[config.mk]
export PLATFORM = sky130hd
export DESIGN_NAME = video_mode_detect_flat
export DESIGN_NICKNAME = d
export VERILOG_FILES = /design/src/rtl/video_mode_detect_if.sv /design/src/rtl/video_mode_detect.sv /design/src/flat_wrapper.sv
export SDC_FILE = /design/constraint.sdc
export NUM_CORES = 1
export LEC_CHECK = 0
export BUFFER_PORTS_ARGS = -buffer_cell sky130_fd_sc_hd__buf_2
export CORE_ASPECT_RATIO = 1.5
export CORE_MARGIN = 5
export CORE_UTILIZATION = 56
export CTS_BUF_LIST = sky130_fd_sc_hd__clkbuf_16
export DETAILED_ROUTE_END_ITERATION = 16
export GPL_ROUTABILITY_DRIVEN = 0
export PLACE_DENSITY_LB_ADDON = 0.3
export SYNTH_ARGS = -nofsm -noshare
export SYNTH_HDL_FRONTEND = slang
export SYNTH_SLANG_ARGS = --single-unit
[constraint.sdc]
create_clock -name CLK_VIDEO -period 7.5 [get_ports CLK_VIDEO]
set_clock_uncertainty 0.05 [all_clocks]
set_input_delay 1.125 -clock CLK_VIDEO [delete_from_list [all_inputs] [get_ports CLK_VIDEO]]
set_output_delay 1.125 -clock CLK_VIDEO [all_outputs]
set_load 0.01 [all_outputs]
[src/rtl/video_mode_detect_if.sv]
`default_nettype none
// ============================================================================
// Module   : video_mode_detect_if
// Summary  : Raster inputs and published-mode outputs of video_mode_detect.
// Revision : 1.0 - initial release
// ============================================================================
interface video_mode_detect_if;
  logic        CE_PIXEL;
  logic        VGA_HS;
  logic        VGA_VS;
  logic        VGA_DE;
  logic [11:0] HSIZE;
  logic [11:0] VSIZE;
  logic [11:0] HTOTAL;
  logic [11:0] VTOTAL;
  logic        STABLE;
  logic        CHANGED;

  modport master (
    output CE_PIXEL, VGA_HS, VGA_VS, VGA_DE,
    input  HSIZE, VSIZE, HTOTAL, VTOTAL, STABLE, CHANGED
  );

  modport slave (
    input  CE_PIXEL, VGA_HS, VGA_VS, VGA_DE,
    output HSIZE, VSIZE, HTOTAL, VTOTAL, STABLE, CHANGED
  );
endinterface
`default_nettype wire

[src/rtl/video_mode_detect.sv]
`default_nettype none
// ============================================================================
// Module   : video_mode_detect
// Summary  : Measures the video raster and publishes it once stable for
//            STABLE_FRAMES consecutive frames.
// Revision : 1.0 - initial release
// ============================================================================
module video_mode_detect #(
  parameter int STABLE_FRAMES = 4,
  parameter int TIMEOUT_BITS  = 24
) (
  input  wire logic          CLK_VIDEO,
  input  wire logic          RESET,
  video_mode_detect_if.slave vid
);

  localparam logic [11:0]             c_cnt_max  = 12'hFFF;
  localparam logic [3:0]              c_frames   = 4'(STABLE_FRAMES);
  localparam logic [TIMEOUT_BITS-1:0] c_wd_one   = TIMEOUT_BITS'(1);
  localparam logic [TIMEOUT_BITS-1:0] c_wd_max   = {TIMEOUT_BITS{1'b1}};
  localparam logic [TIMEOUT_BITS-1:0] c_wd_near  = c_wd_max - c_wd_one;
  localparam logic [1:0]              c_idle     = 2'd0;
  localparam logic [1:0]              c_track    = 2'd1;
  localparam logic [1:0]              c_locked   = 2'd2;

  logic                    r_ce, r_hs, r_vs, r_de;
  logic                    r_old_hs, r_old_vs;
  logic [11:0]             r_htot, r_hact, r_line_max, r_ht_last, r_vact, r_vtot;
  logic                    r_armed;
  logic [47:0]             r_meas;
  logic                    r_meas_vld;
  logic [TIMEOUT_BITS-1:0] r_wd;

  logic [1:0]  r_state, w_state_n;
  logic [47:0] r_cand, w_cand_n;
  logic [3:0]  r_match, w_match_n;
  logic        r_stable, w_stable_n;
  logic        r_changed, w_publish;
  logic [11:0] r_hsize, r_vsize, r_htotal, r_vtotal;

  logic        w_line_ev, w_frame_ev, w_timeout, w_meas_ok, w_same;
  logic [11:0] w_line_max_n, w_ht_last_n, w_vact_n, w_vtot_n;

  function automatic logic [11:0] f_sat_inc(input logic [11:0] v);
    return (v == c_cnt_max) ? v : v + 12'd1;
  endfunction

  // Raster inputs pass through one register stage; events are detected there.
  assign w_line_ev  = r_ce & r_hs & ~r_old_hs;
  assign w_frame_ev = r_ce & r_vs & ~r_old_vs;
  assign w_timeout  = (r_wd >= c_wd_near) & ~w_frame_ev;

  // Values after a coincident line event, so a frame event can include them.
  always_comb begin
    w_line_max_n = r_line_max;
    w_ht_last_n  = r_ht_last;
    w_vact_n     = r_vact;
    w_vtot_n     = r_vtot;
    if (w_line_ev) begin
      if (r_hact > r_line_max) w_line_max_n = r_hact;
      w_ht_last_n = r_htot;
      if (r_hact != 12'd0) w_vact_n = f_sat_inc(r_vact);
      w_vtot_n = f_sat_inc(r_vtot);
    end
  end

  always_ff @(posedge CLK_VIDEO) begin
    if (RESET) begin
      r_ce       <= 1'b0;
      r_hs       <= 1'b0;
      r_vs       <= 1'b0;
      r_de       <= 1'b0;
      r_old_hs   <= 1'b0;
      r_old_vs   <= 1'b0;
      r_htot     <= 12'd0;
      r_hact     <= 12'd0;
      r_line_max <= 12'd0;
      r_ht_last  <= 12'd0;
      r_vact     <= 12'd0;
      r_vtot     <= 12'd0;
      r_armed    <= 1'b0;
      r_meas     <= 48'd0;
      r_meas_vld <= 1'b0;
      r_wd       <= '0;
    end else begin
      r_ce       <= vid.CE_PIXEL;
      r_hs       <= vid.VGA_HS;
      r_vs       <= vid.VGA_VS;
      r_de       <= vid.VGA_DE;
      r_meas_vld <= 1'b0;

      if (w_frame_ev)          r_wd <= '0;
      else if (r_wd != c_wd_max) r_wd <= r_wd + c_wd_one;

      if (r_ce) begin
        r_old_hs <= r_hs;
        r_old_vs <= r_vs;
      end

      if (w_timeout) begin
        r_armed    <= 1'b0;
        r_htot     <= 12'd0;
        r_hact     <= 12'd0;
        r_line_max <= 12'd0;
        r_ht_last  <= 12'd0;
        r_vact     <= 12'd0;
        r_vtot     <= 12'd0;
      end else if (r_ce) begin
        if (w_line_ev) begin
          r_htot <= 12'd1;
          r_hact <= {11'd0, r_de};
        end else begin
          r_htot <= f_sat_inc(r_htot);
          if (r_de) r_hact <= f_sat_inc(r_hact);
        end
        r_line_max <= w_line_max_n;
        r_ht_last  <= w_ht_last_n;
        r_vact     <= w_vact_n;
        r_vtot     <= w_vtot_n;
        if (w_frame_ev) begin
          r_meas     <= {w_line_max_n, w_vact_n, w_ht_last_n, w_vtot_n};
          r_meas_vld <= r_armed;
          r_armed    <= 1'b1;
          r_line_max <= 12'd0;
          r_vact     <= 12'd0;
          r_vtot     <= 12'd0;
        end
      end
    end
  end

  assign w_meas_ok = (r_meas[47:36] != 12'd0) && (r_meas[35:24] != 12'd0);
  assign w_same    = (r_meas == r_cand);

  always_ff @(posedge CLK_VIDEO) begin
    if (RESET) begin
      r_state   <= c_idle;
      r_cand    <= 48'd0;
      r_match   <= 4'd0;
      r_stable  <= 1'b0;
      r_changed <= 1'b0;
      r_hsize   <= 12'd0;
      r_vsize   <= 12'd0;
      r_htotal  <= 12'd0;
      r_vtotal  <= 12'd0;
    end else begin
      r_state   <= w_state_n;
      r_cand    <= w_cand_n;
      r_match   <= w_match_n;
      r_stable  <= w_stable_n;
      r_changed <= w_publish;
      if (w_publish) {r_hsize, r_vsize, r_htotal, r_vtotal} <= w_cand_n;
    end
  end

  always_comb begin
    w_state_n = r_state;
    if (w_timeout) begin
      w_state_n = c_idle;
    end else if (r_meas_vld) begin
      if (!w_meas_ok) begin
        w_state_n = c_idle;
      end else begin
        case (r_state)
          c_idle, c_track: w_state_n = w_publish ? c_locked : c_track;
          c_locked:        if (!w_same) w_state_n = w_publish ? c_locked : c_track;
          default:         w_state_n = c_idle;
        endcase
      end
    end
  end

  always_comb begin
    w_cand_n   = r_cand;
    w_match_n  = r_match;
    w_stable_n = r_stable;
    w_publish  = 1'b0;
    if (w_timeout) begin
      w_stable_n = 1'b0;
    end else if (r_meas_vld) begin
      if (!w_meas_ok) begin
        w_cand_n   = 48'd0;
        w_match_n  = 4'd0;
        w_stable_n = 1'b0;
      end else begin
        case (r_state)
          c_track: begin
            if (w_same) begin
              if (r_match != 4'hF) w_match_n = r_match + 4'd1;
            end else begin
              w_cand_n  = r_meas;
              w_match_n = 4'd1;
            end
          end
          c_locked: begin
            if (!w_same) begin
              w_stable_n = 1'b0;
              w_cand_n   = r_meas;
              w_match_n  = 4'd1;
            end
          end
          default: begin
            w_cand_n  = r_meas;
            w_match_n = 4'd1;
          end
        endcase
        // A locked mode that still matches must not republish.
        if ((w_match_n == c_frames) && !((r_state == c_locked) && w_same)) begin
          w_publish  = 1'b1;
          w_stable_n = 1'b1;
        end
      end
    end
  end

  assign vid.HSIZE   = r_hsize;
  assign vid.VSIZE   = r_vsize;
  assign vid.HTOTAL  = r_htotal;
  assign vid.VTOTAL  = r_vtotal;
  assign vid.STABLE  = r_stable;
  assign vid.CHANGED = r_changed;

endmodule
`default_nettype wire

[src/flat_wrapper.sv]
// flat-port wrapper written by rule: the top's interface ports become plain ports
module video_mode_detect_flat 
#(
  parameter int STABLE_FRAMES = 4,
  parameter int TIMEOUT_BITS  = 24
)
  (CLK_VIDEO, RESET, vid_CE_PIXEL, vid_VGA_HS, vid_VGA_VS, vid_VGA_DE, vid_HSIZE, vid_VSIZE, vid_HTOTAL, vid_VTOTAL, vid_STABLE, vid_CHANGED);
  video_mode_detect_if vid_i ();
  input  wire logic CLK_VIDEO;
  input  wire logic RESET;
  input wire logic [$bits(vid_i.CE_PIXEL)-1:0] vid_CE_PIXEL;
  input wire logic [$bits(vid_i.VGA_HS)-1:0] vid_VGA_HS;
  input wire logic [$bits(vid_i.VGA_VS)-1:0] vid_VGA_VS;
  input wire logic [$bits(vid_i.VGA_DE)-1:0] vid_VGA_DE;
  output wire logic [$bits(vid_i.HSIZE)-1:0] vid_HSIZE;
  output wire logic [$bits(vid_i.VSIZE)-1:0] vid_VSIZE;
  output wire logic [$bits(vid_i.HTOTAL)-1:0] vid_HTOTAL;
  output wire logic [$bits(vid_i.VTOTAL)-1:0] vid_VTOTAL;
  output wire logic [$bits(vid_i.STABLE)-1:0] vid_STABLE;
  output wire logic [$bits(vid_i.CHANGED)-1:0] vid_CHANGED;
  assign vid_i.CE_PIXEL = vid_CE_PIXEL;
  assign vid_i.VGA_HS = vid_VGA_HS;
  assign vid_i.VGA_VS = vid_VGA_VS;
  assign vid_i.VGA_DE = vid_VGA_DE;
  assign vid_HSIZE = vid_i.HSIZE;
  assign vid_VSIZE = vid_i.VSIZE;
  assign vid_HTOTAL = vid_i.HTOTAL;
  assign vid_VTOTAL = vid_i.VTOTAL;
  assign vid_STABLE = vid_i.STABLE;
  assign vid_CHANGED = vid_i.CHANGED;
  video_mode_detect #(.STABLE_FRAMES(STABLE_FRAMES), .TIMEOUT_BITS(TIMEOUT_BITS)) u_core (.CLK_VIDEO(CLK_VIDEO), .RESET(RESET), .vid(vid_i));
endmodule
### Word level (Yosys, flattened, before mapping)

Index checks and enable logic that the tools add are counted.

* flip-flop bits (word level): 256
* bits of input ports: 6

* add/subtract/negate cells: 6
* order comparisons: 2
* equal/unequal tests: 15
* muxes and demuxes: 41
* bitwise operators: 10
* reductions and logical operators: 21

Operators with widths (number)
* 2-to-1 mux 48 bit: 5
* 2-to-1 mux 12 bit: 16
* adder 12 x 1 -> 12 bit, second input constant: 4
* == test 12 bit, second input constant: 4
* == test 48 bit: 1
* nonzero test 12 bit: 3
* 2-to-1 mux 4 bit: 7
* adder 24 x 1 -> 24 bit, second input constant: 1
* greater-or-equal comparator 24 bit, second input constant: 1
* inequality test 24 bit, second input constant: 1
* > comparator 12 bit: 1
* inequality test 3 bit, second input constant: 3
* AND reduction 3 bit: 3
* 2-to-1 mux 1 bit: 8
* case mux 4 bit (2 select lines): 1
* AND reduction 2 bit: 4
* OR reduction 2 bit: 4
* 2-to-1 mux 2 bit: 3
* bitwise AND 1 bit: 5
* NOT 1 bit: 5
* adder 4 x 1 -> 4 bit, second input constant: 1
* == test 4 x 3 -> 1 bit, second input constant: 1
* inequality test 2 x 1 -> 1 bit, second input constant: 2
* inequality test 4 bit, second input constant: 1
* 8 further kinds: 10

### Depth between registers and ports, before layout

Gate-level depths: netlist (run 1).

* word-level depth: 17
* depth in mapped cells: 11

### Least setup slack after synthesis (run 1)

OpenSTA, ideal clock, no wires.

* kind: input -> register
* start: in RESET
* end: reg u_core.r_hsize[10], in the netlist u_core.vid.HSIZE[10]
* setup time: 68 ps
* data arrival time: 2542 ps
* required time: 7382 ps
* path slack: 4840 ps
* stages: 8
* cells stage by stage: clkbuf_1 -> inv_1 -> nand2_1 -> or4_1 -> clkbuf_2 -> buf_6 -> buf_6 -> o2bb2ai_2

RTL lines
* start, declared: RTL line flat_wrapper.sv:10 `input wire logic RESET;`
* end signal, assigned: RTL line video_mode_detect.sv:152 `if (w_publish) {r_hsize, r_vsize, r_htotal, r_vtotal} <= w_cand_n;`
* end, declared: RTL line video_mode_detect.sv:39 `logic [11:0] r_hsize, r_vsize, r_htotal, r_vtotal;`

==> results of run 1 <==
==> power by group <==
part	switching, W	internal, W	leakage (nW)	total, W
combinational	0.0000657	0.0000311	1.94	0.0000967
clock	0.000486	0.000629	0.361	0.00111
sequential	0.0000154	0.00137	2.07	0.00139
total	0.000567	0.00203	4.37	0.00260
==> routing by layer <==
| metal | up-vias | share of wire [%] | GRT usage [%] |
|---|---|---|---|
| met4 | 0 | 4.0 | 9.224 |
| met3 | 50 | 3.7 | 2.764 |
| met2 | 154 | 51 | 38.69 |
| li1 | 4069 | - | - |
| met5 | - | 0 | 0 |
| met1 | 3811 | 41 | 26.37 |
==> kinds of logic after synthesis <==
kind of cell	share of synthesized area [%]
AND/OR/NAND/NOR	18.68
flip-flops	47.41
multiplexers	7.512
AO/OA/AOI/OAI	11.97
buffers and inverters	3.426
XOR/XNOR	8.345
adder cells (fa/ha/maj)	2.662
==> placed cells by master (no fill, tap or decap), types with 3 or more instances in the layout <==
master / Yosys / layout
dfxtp_1: 256 / 256
mux2i_1: 80 / 80
nor2b_1: 7 / 7
and3_1: 8 / 8
o221a_2: 14 / 14
and4_1: 5 / 5
a21o_1: 4 / 4
nand2b_1: 5 / 5
o31ai_1: 3 / 3
or3_1: 3 / 3
nor3b_1: 5 / 5
o21ai_0: 9 / 9
buf_2: 10 / 55
a211oi_1: 33 / 33
nand2_1: 54 / 54
ha_1: 23 / 23
o2bb2ai_2: 10 / 10
o2bb2ai_1: 38 / 38
clkbuf_16: 0 / 25
nand4_1: 32 / 32
xnor2_1: 61 / 61
xor2_1: 42 / 42
nand3_1: 24 / 24
nor2_1: 240 / 239
nand3b_1: 4 / 4
inv_1: 26 / 31
a21oi_1: 23 / 23
or2_2: 4 / 4
nor3_1: 18 / 18
o21a_1: 3 / 3
clkinv_1: 0 / 5
or4_1: 5 / 4
a31oi_1: 3 / 3
nor4_1: 16 / 16
buf_4: 0 / 9
==> cell type report <==
cell class                 instances  area (µm²)  share of cell area, %
inverter                          26       97.59                 0.8189
clock inverter                    13       80.08                 0.6719
sequential                       256        5125                  43.00
timing repair buffer              64       342.8                  2.877
clock buffer                      25       625.6                  5.249
tap                              256       320.3                  2.688
multi-input combinational        804        5326                  44.69
==> stage by stage <==
step	instance area, µm²	std cells
after floorplan	10810	1151
after global placement	11210	1406
after detailed placement	11210	1406
after CTS	11920	1444
after global routing	11920	1444
final	11920	1444
==> worst max-delay path by stage <==
stage	start	to	slack, ps	cells after the start
floorplan	RESET	u_core.vid.HSIZE[10]	4840	8
detailed placement	RESET	u_core.vid.HSIZE[2]	3490	6
CTS	u_core.r_ce	u_core.vid.HSIZE[2]	4010	7
finish	RESET	u_core.vid.HSIZE[2]	3980	6
global placement	RESET	u_core.vid.HTOTAL[5]	3580	6
global route	u_core.r_match[0]	u_core.vid.VTOTAL[4]	3690	8
==> critical path, cell delays in order <==
cell and delay, ps:
buf_2 100, buf_4 320, inv_1 210, nand2_1 430
or4_2 1340, o2bb2ai_1 330
==> registers in the layout, summed over array words and instances (netlist names), 2 cells and up <==
name               count
u_core.r_cand         48
u_core.r_meas         48
u_core.r_wd           24
u_core.r_hact         12
u_core.r_ht_last      12
u_core.r_htot         12
u_core.r_line_max     12
u_core.r_vact         12
u_core.r_vtot         12
u_core.vid.HSIZE      12
u_core.vid.HTOTAL     12
u_core.vid.VSIZE      12
u_core.vid.VTOTAL     12
u_core.r_match         4
u_core.r_state         2
==> summary.txt, run 1 <==
Status
  – Status: finished clean

Drt
  – Drt total wl: 24050 µm
  – DR iter-0 viols: 352
  – Drt first pass iters: 5
  – ANT nets after route: 0
  – Via Count: 8084
  – Wirelength per Cell: 16.66 µm
  – # DRC: 0
  – Via/cell ratio: 5.598

Layout
  – Area delta synth->final: 10.24%
  – Fillers: 1652
  – Layout cells sized above 1: 10.94%
  – Final Util: 62.45%
  – Final net count: 1205
  – Number of diodes: 0

Power and ir drop
  – Power, Total: 0.002599 W
  – PwrDens: 218.1 mW/mm²
  – VDD IR max: 147.7 µV
  – Static Leakage: 4.369 nW

Clock network
  – Root buffer cell: clkbuf_16
  – # resized after CTS: 0
  – CTS tree: yes
  – Number of post-CTS setup repair buffers: 0
  – H-tree depth: 1
  – Clock transition at path regs: 60 ps
  – Clock tree buffer depth: 3
  – CTS Sinks: 256
  – Clk Latency, worst-skew pair: 510 ps
  – Hold Buf Count CTS: 0
  – Total CTS buffers: 24

Synth
  – Sequential share of the synthesized area: 47.41%
  – Async SR Flop Fraction: 0%
  – Synth Instances: 1151
  – Area contributors post-synth: dfxtp_1, nor2_1, mux2i_1, xnor2_1, xor2_1
  – Most numerous cell in the Yosys netlist: dfxtp_1
  – Mean Syn Cell Area: 9.392 µm²
  – #FFs+latches synth: 256
  – Post-Syn Area: 0.01081 mm²
  – Synth Warn #: 0
  – EDFF count, synth: 0
  – Most frequent cells after synthesis: dfxtp_1, nor2_1, mux2i_1
  – Ys flop type: dfxtp_1
  – Syn Nets: 1180
  – Yosys cell types: 55
  – Top cell type's share of synthesized area: 47.41%
  – Area leader, netlist: dfxtp_1

Placement
  – Hpwl dp: 17150 µm
  – Setup WS pre-CTS: 3487 ps
  – IO buf count: 55

Setup path
  – Worst r2r src: u_core.r_wd[10]
  – Crit path DAT: 3900 ps
  – Crit. End Element: register
  – Crit path max fanout: 60
  – Worst setup path class: in2reg
  – Required time worst endpoint: 7880 ps
  – Critical path launch point type: primary input
  – FF-to-FF path depth: 7
  – Flop2flop setup slack: 3990 ps
  – FF-to-FF End: u_core.vid.HSIZE[4]

Global routing
  – Via count of the first global-routing pass: 8012
  – Largest net degree at the start of global routing: 61
  – Antenna violations before repair: 0
  – Grt total ovfl: 0
  – Global-route wire length before repair: 40010 µm
  – Tot GR Track Use: 21.93%

Die
  – Core footprint: 0.01908 mm²
  – Die height: 180.2 µm
  – Initial Utilization: 56.65%
  – Die footprint: 0.02224 mm²
  – Rows: 62
  – I/O pins: 56
  – Die width: 123.4 µm

Timing
  – Achievable Freq: 0.2838 GHz
  – Worst-margin pin slew: 1100 ps
  – Final setup vio count: 0
  – RSZ-0062 raised after global routing: no
  – Worst hold slack: 409.4 ps
  – Tmin final: 3523 ps
  – Max-slew headroom: 26.64%
  – Final Max Tran Viols: 0
  – TNS Setup: 0 ps
  – Final period util: 46.97%
  – Fin. Hold Viols: 0
  – Final worst slack: 3977 ps

Hold path
  – Worst Hold Launch: u_core.vid.HSIZE[1]
  – Hold EP: u_core.vid.HSIZE[1]
  – Hold Path Stages: 1
  – Worst Hold Class: reg2reg

Run
  – # Max-Cap Violations: 0
(Power assumes the default switching activity.)
==> inputs of run 2 (changes only) <==
--- a/config.mk
+++ b/config.mk
@@ -8,7 +8,7 @@
 export BUFFER_PORTS_ARGS = -buffer_cell sky130_fd_sc_hd__buf_2
 export CORE_ASPECT_RATIO = 1.5
 export CORE_MARGIN = 5
-export CORE_UTILIZATION = 56
+export CORE_UTILIZATION = 55
 export CTS_BUF_LIST = sky130_fd_sc_hd__clkbuf_16
 export DETAILED_ROUTE_END_ITERATION = 16
 export GPL_ROUTABILITY_DRIVEN = 0
==> constraint.sdc (replaced) <==
create_clock -name CLK_VIDEO -period 3 [get_ports CLK_VIDEO]
set_clock_uncertainty 0.05 [all_clocks]
set_input_delay 0.45 -clock CLK_VIDEO [delete_from_list [all_inputs] [get_ports CLK_VIDEO]]
set_output_delay 0.45 -clock CLK_VIDEO [all_outputs]
set_load 0.01 [all_outputs]
==> run 2 against run 1 <==
  * Sequential share of layout area shrank 1.2 points
  * Clock-buffer cell count is the same
  * Register-to-register slack worse by 3800 ps
  * Power increased to 2.6 times the previous value
  * Critical endpoint is now u_core.vid.VTOTAL[8]
  * Largest cell class unchanged
==> summary.txt, run 2 (synthesis results as in run 1) <==
Die
  – Initial Utilization: 56.19% (-0.46 points)
  – Rows: 62 (unchanged)
  – Die height: 181.7 µm (+0.85%)
  – Core footprint: 0.01924 mm² (+0.81%)
  – Die footprint: 0.02262 mm² (+1.7%)
  – I/O pins: 56 (unchanged)
  – Die width: 124.5 µm (+0.83%)

Timing
  – Final Max Tran Viols: 0 (unchanged)
  – Max-slew headroom: 44.86% (+18 points)
  – Final period util: 94.81%
  – Worst-margin pin slew: 826.2 ps (-274.1 ps)
  – Final worst slack: 155.7 ps (-3821 ps)
  – Tmin final: 2844 ps
  – Final setup vio count: 0 (unchanged)
  – RSZ-0062 raised after global routing: no
  – TNS Setup: 0 ps (unchanged)
  – Fin. Hold Viols: 0 (unchanged)
  – Achievable Freq: 0.3516 GHz

Power and ir drop
  – Reg power frac: 51.8% (-1.6 points)
  – PwrDens: 545.5 mW/mm² (+150%)
  – P_sw: 0.001486 W (+160%)
  – Static Leakage: 4.560 nW (+4.4%)
  – Int Power: 0.005205 W (+160%)
  – Switching fraction of total power: 22.21% (+0.38 points)
  – Clk pwr share: 44.1% (+1.2 points)
  – VDD IR max: 346.2 µV (+130%)
  – Gate power share: 4.1% (+0.4 points)

Drt
  – Wirelength per Cell: 17.42 µm (+4.6%)
  – Via Count: 8344 (+3.2%)
  – DR iter-0 viols: 504 (+43%)
  – # DRC: 0 (unchanged)
  – ANT nets after route: 0 (unchanged)
  – Drt total wl: 25750 µm (+7.1%)
  – Drt first pass iters: 5 (unchanged)
  – Via/cell ratio: 5.645 (+0.84%)

Layout
  – Area delta synth->final: 13.45%
  – Biggest registers after layout: u_core.r_cand (48), u_core.r_meas (48), u_core.r_wd (24)
  – Final net count: 1235 (+2.5%)
  – Post-Layout Cell Count: 1478 (+2.4%)
  – Commonest non-fill, non-tap cell in the layout: dfxtp_1
  – Number of diodes: 0 (unchanged)
  – Most frequent cells in the layout: dfxtp_1, nor2_1, mux2i_1
  – Layout cells sized above 1: 13.50% (+2.6 points)

Global routing
  – Antenna violations before repair: 0 (unchanged)
  – Via count of the first global-routing pass: 8157 (+1.8%)
  – Global-route wire length before repair: 42230 µm (+5.6%)
  – Largest net degree at the start of global routing: 75 (+23%)
  – Tot GR Track Use: 22.43% (+0.50 points)
  – Grt total ovfl: 0 (unchanged)

Clock network
  – Clk Latency, worst-skew pair: 510 ps (about the same)
  – Total CTS buffers: 24 (unchanged)
  – Clock transition at path regs: 70 ps (about the same)
  – Number of post-CTS setup repair buffers: 0 (unchanged)
  – CTS tree: yes
  – Hold Buf Count CTS: 0 (unchanged)
  – Clock tree buffer depth: 3 (unchanged)
  – H-tree depth: 1 (unchanged)
  – CTS Sinks: 256 (unchanged)
  – Root buffer cell: clkbuf_16
  – # resized after CTS: 0 (unchanged)

Setup path
  – Levels on crit path: 8 (+2)
  – Critical path cell sequence: xnor2_1 > nand4_1 > nor4_2 > nand2_1 > or3_4 > or4_2 > buf_4 > o2bb2ai_1
  – Crit path max fanout: 25 (-58%)
  – Crit. End Element: register
  – Crit path DAT: 3240 ps (-660 ps)
  – Slowest-stage cell, CP: or4_2
  – CP peak stage delay: 710 ps (-630 ps)
  – FF-to-FF path depth: 8 (+1)
  – CP delay by family, top: simple AND/OR/NAND/NOR gates
  – Critical path launch point type: register
  – Buf/Inv on CP: 1 (-2)
  – Worst setup path class: reg2reg
  – Required time worst endpoint: 3390 ps (-4490 ps)

Placement
  – Setup WS pre-CTS: 153.0 ps (-3334 ps)
  – Hpwl dp: 18290 µm (+6.7%)
  – IO buf count: 55 (unchanged)
  – DP Cell Count: 1435 (+2.1%)

Hold path
  – Worst Hold Class: in2reg
  – Hold Path Stages: 2 (+1)

Run
  – # Max-Cap Violations: 0 (unchanged)

Status
  – Status: finished clean
[run 2: path summary, 6_finish.rpt]
path | startpoint | to | slack (ps)
max | u_core.r_meas[27] | u_core.vid.VTOTAL[8] | 160
min reg2reg | u_core.vid.VTOTAL[6] | u_core.vid.VTOTAL[6] | 410
min | vid_VGA_HS | u_core.r_hs | 100
max reg2reg | u_core.r_meas[27] | u_core.vid.VTOTAL[8] | 160
[run 2: power groups by stage]
stage | sequential (W) | combinational, W | clock (W)
final | 0.00346 | 0.000273 | 0.00295
after global routing | 0.00347 | 0.000300 | 0.00317
after CTS | 0.00346 | 0.000268 | 0.00301
after detailed placement | 0.00354 | 0.000267 | 0
after global placement | 0.00354 | 0.000267 | 0
after floorplan | 0.00353 | 0.000179 | 0
[run 2: metrics by stage]
stage	total power, W	cell area, µm²	hold WS [ps]	utilization (%)
floorplan	0.003709	10810	381.9	-
global placement	0.003806	11490	393.3	59.74
detailed placement	0.003807	11490	390.9	59.74
CTS	0.006741	12250	83.22	63.68
global route	0.006932	12260	81.01	63.75
finish	0.006691	12260	96.84	63.75
[run 2: layer usage]
layer  track usage (%)  part of all wire (%)  routed length [µm]
met4             8.644                   3.8                 986
met5                 0                     0                   0
met1             26.14                    40               10360
met3             2.910                   3.8                 980
met2             41.51                    52               13430
[run 2: area by class of cell]
type / count / area (µm²)
Fill cell: 1628 / 6974
Clock buffer: 25 / 625.6
Tap cell: 256 / 320.3
Sequential cell: 256 / 5126
Inverter: 26 / 97.59
Timing Repair Buffer: 93 / 623.1
Clock inverter: 17 / 132.6
Multi-Input combinational cell: 805 / 5339
[run 2: worst register-to-register path: stages, from the launching register on]
cell	delay [ps]
dfxtp_1	350
xnor2_1	220
nand4_1	170
nor4_2	310
nand2_1	110
or3_4	410
or4_2	710
buf_4	260
o2bb2ai_1	190
==> inputs of run 3 (changes only) <==
--- a/config.mk
+++ b/config.mk
@@ -6,9 +6,11 @@
 export NUM_CORES = 1
 export LEC_CHECK = 0
 export BUFFER_PORTS_ARGS = -buffer_cell sky130_fd_sc_hd__buf_2
+export CELL_PAD_IN_SITES_DETAIL_PLACEMENT = 2
+export CELL_PAD_IN_SITES_GLOBAL_PLACEMENT = 2
 export CORE_ASPECT_RATIO = 1.5
 export CORE_MARGIN = 5
-export CORE_UTILIZATION = 55
+export CORE_UTILIZATION = 35
 export CTS_BUF_LIST = sky130_fd_sc_hd__clkbuf_16
 export DETAILED_ROUTE_END_ITERATION = 16
 export GPL_ROUTABILITY_DRIVEN = 0
==> run 3 against run 2 <==
  * Register-to-register slack worse by 40 ps
  * Largest power group is now clock
  * Critical path type unchanged
  * Sequential share of layout area down 1.3 points
  * Final cell count up 11%
==> summary.txt, run 3 (synthesis results as in run 1) <==
Global routing
  – Tot GR Track Use: 19.46% (-3.0 points)
  – Global-route wire length before repair: 53880 µm (+28%)
  – Via count of the first global-routing pass: 9576 (+17%)
  – Largest net degree at the start of global routing: 60 (-20%)
  – Antenna violations before repair: 0 (unchanged)
  – Grt total ovfl: 0 (unchanged)

Drt
  – ANT nets after route: 0 (unchanged)
  – Drt total wl: 33960 µm (+32%)
  – # DRC: 0 (unchanged)
  – Via/cell ratio: 5.283 (-6.4%)
  – DR iter-0 viols: 228 (-55%)
  – Wirelength per Cell: 20.77 µm (+19%)
  – Via Count: 8638 (+3.5%)
  – Drt first pass iters: 4 (-1)

Setup path
  – Crit. End Element: register
  – Flop2flop setup slack: 120 ps (-40 ps)
  – Crit path max fanout: 28 (+12%)
  – Required time worst endpoint: 3420 ps (+30 ps)
  – Worst setup path class: reg2reg
  – FF-to-FF path depth: 8 (unchanged)
  – Slowest-stage cell, CP: or4_2
  – Crit path DAT: 3310 ps (+70 ps)
  – Buf/Inv on CP: 1 (unchanged)
  – CP delay by family, top: simple AND/OR/NAND/NOR gates
  – Worst r2r src: u_core.r_meas[0]
  – Critical path cell sequence: xnor2_1 > nand4_1 > nor4_1 > nand2_1 > or3_4 > or4_2 > buf_4 > o2bb2ai_1
  – CP peak stage delay: 690 ps (-20 ps)
  – Critical path launch point type: register
  – FF-to-FF End: u_core.vid.VTOTAL[6]

Power and ir drop
  – PwrDens: 574.1 mW/mm² (+5.2%)
  – Reg power frac: 47.7% (-4.1 points)
  – Gate power share: 4.2% (about the same)
  – Clk pwr share: 48.1% (+4.0 points)
  – Switching fraction of total power: 22.91% (+0.70 points)
  – VDD IR max: 377.7 µV (+9.1%)
  – Static Leakage: 4.683 nW (+2.7%)
  – Power, Total: 0.007262 W (+8.5%)
  – P_sw: 0.001664 W (+12%)
  – Int Power: 0.005598 W (+7.6%)

Layout
  – Most frequent cells in the layout: dfxtp_1, nor2_1, mux2i_1
  – Layout cells sized above 1: 14.90% (+1.4 points)
  – Commonest non-fill, non-tap cell in the layout: dfxtp_1
  – Final net count: 1243 (+0.65%)
  – Number of diodes: 0 (unchanged)
  – Area delta synth->final: 17.01%
  – Biggest registers after layout: u_core.r_cand (48), u_core.r_meas (48), u_core.r_wd (24)

Die
  – Die footprint: 0.03457 mm² (+53%)
  – Core footprint: 0.03035 mm² (+58%)
  – Initial Utilization: 35.62% (-21 points)
  – I/O pins: 56 (unchanged)
  – Die height: 225.2 µm (+24%)
  – Die width: 153.5 µm (+23%)
  – Rows: 78 (+26%)

Clock network
  – Clock transition at path regs: 60 ps (about the same)
  – Root buffer cell: clkbuf_16
  – Total CTS buffers: 27 (+13%)
  – Clk Latency, worst-skew pair: 550 ps (+40 ps)
  – CTS Sinks: 256 (unchanged)
  – Hold Buf Count CTS: 0 (unchanged)
  – H-tree depth: 1 (unchanged)
  – CTS tree: yes
  – Clock tree buffer depth: 3 (unchanged)

Hold path
  – Worst Hold Launch: vid_VGA_VS
  – Worst Hold Class: in2reg
  – Hold Path Stages: 2 (unchanged)
  – Hold EP: u_core.r_vs

Timing
  – Final Max Tran Viols: 0 (unchanged)
  – Max-slew headroom: 50.78% (+5.9 points)
  – Fin. Hold Viols: 0 (unchanged)
  – Achievable Freq: 0.3469 GHz (-1.3%)
  – Tmin final: 2883 ps (+38.50 ps)
  – Final setup vio count: 0 (unchanged)
  – TNS Setup: 0 ps (unchanged)
  – Worst-margin pin slew: 738.2 ps (-87.97 ps)
  – Final period util: 96.09% (+1.3 points)
  – RSZ-0062 raised after global routing: no

Status
  – Status: finished clean

Run
  – # Max-Cap Violations: 0 (unchanged)

Placement
  – IO buf count: 55 (unchanged)
  – Hpwl dp: 25000 µm (+37%)
run 3: layout make-up:
type                       instances  area (µm²)
multi-input combinational        804        5374
inverter                          26       97.59
clock inverter                    23       232.7
sequential                       256        5126
clock buffer                      27       675.6
fill                            3321       17700
timing repair buffer              99       643.1
tap                              400       500.5
run 3: worst max path at each step:
| stage | cells after the start | to | slack, ps | from |
|---|---|---|---|---|
| floorplan | 9 | u_core.vid.HTOTAL[5] | 460 | u_core.r_match[1] |
| global placement | 7 | u_core.vid.VTOTAL[7] | -170 | u_core.r_meas[29] |
| detailed placement | 7 | u_core.vid.HSIZE[7] | -280 | u_core.r_meas[29] |
| CTS | 7 | u_core.vid.VTOTAL[4] | 2 | u_core.r_meas[26] |
| global route | 8 | u_core.vid.HSIZE[7] | 30 | u_core.r_meas[40] |
| finish | 8 | u_core.vid.VTOTAL[6] | 120 | u_core.r_meas[0] |
run 3: metrics by stage:
stage	instance area, µm²	hold WS (ps)	instances	utilization, %	setup slack [ps]
detailed placement	11700	393.0	1585	38.55	-283.4
global placement	11700	391.5	1585	38.55	-173.8
global route	12650	63.59	1635	41.68	30.70
floorplan	10810	381.9	1151	-	461.6
finish	12650	65.74	1635	41.68	117.2
CTS	12630	46.61	1635	41.61	2.297
run 3: worst reg2reg max path, stage by stage, from the launching register on:
cell	delay, ps
dfxtp_1	330
xnor2_1	220
nand4_1	170
nor4_1	320
nand2_1	130
or3_4	410
or4_2	690
buf_4	270
o2bb2ai_1	220
run 3: power by group through the flow:
stage	logic, W	clock network, W	registers (W)
floorplan	0.000179	0	0.00353
global placement	0.000295	0	0.00354
detailed placement	0.000301	0	0.00354
CTS	0.000308	0.00359	0.00346
global route	0.000330	0.00372	0.00347
finish	0.000303	0.00349	0.00347
run 3: repair_timing:
action,4_1_cts,5_1_grt
cloned,0,0
buffers inserted,0,0
gates resized for setup,4,5
setup endpoints to repair,66,18
pin swaps,1,0
run 3: per-layer routing:
metal,vias up,global-route usage (%),wire [µm]
met3,46,2.459,887
met2,92,38.88,19120
met1,4372,20.86,13010
li1,4128,-,-
met4,0,6.214,943
met5,-,0,0
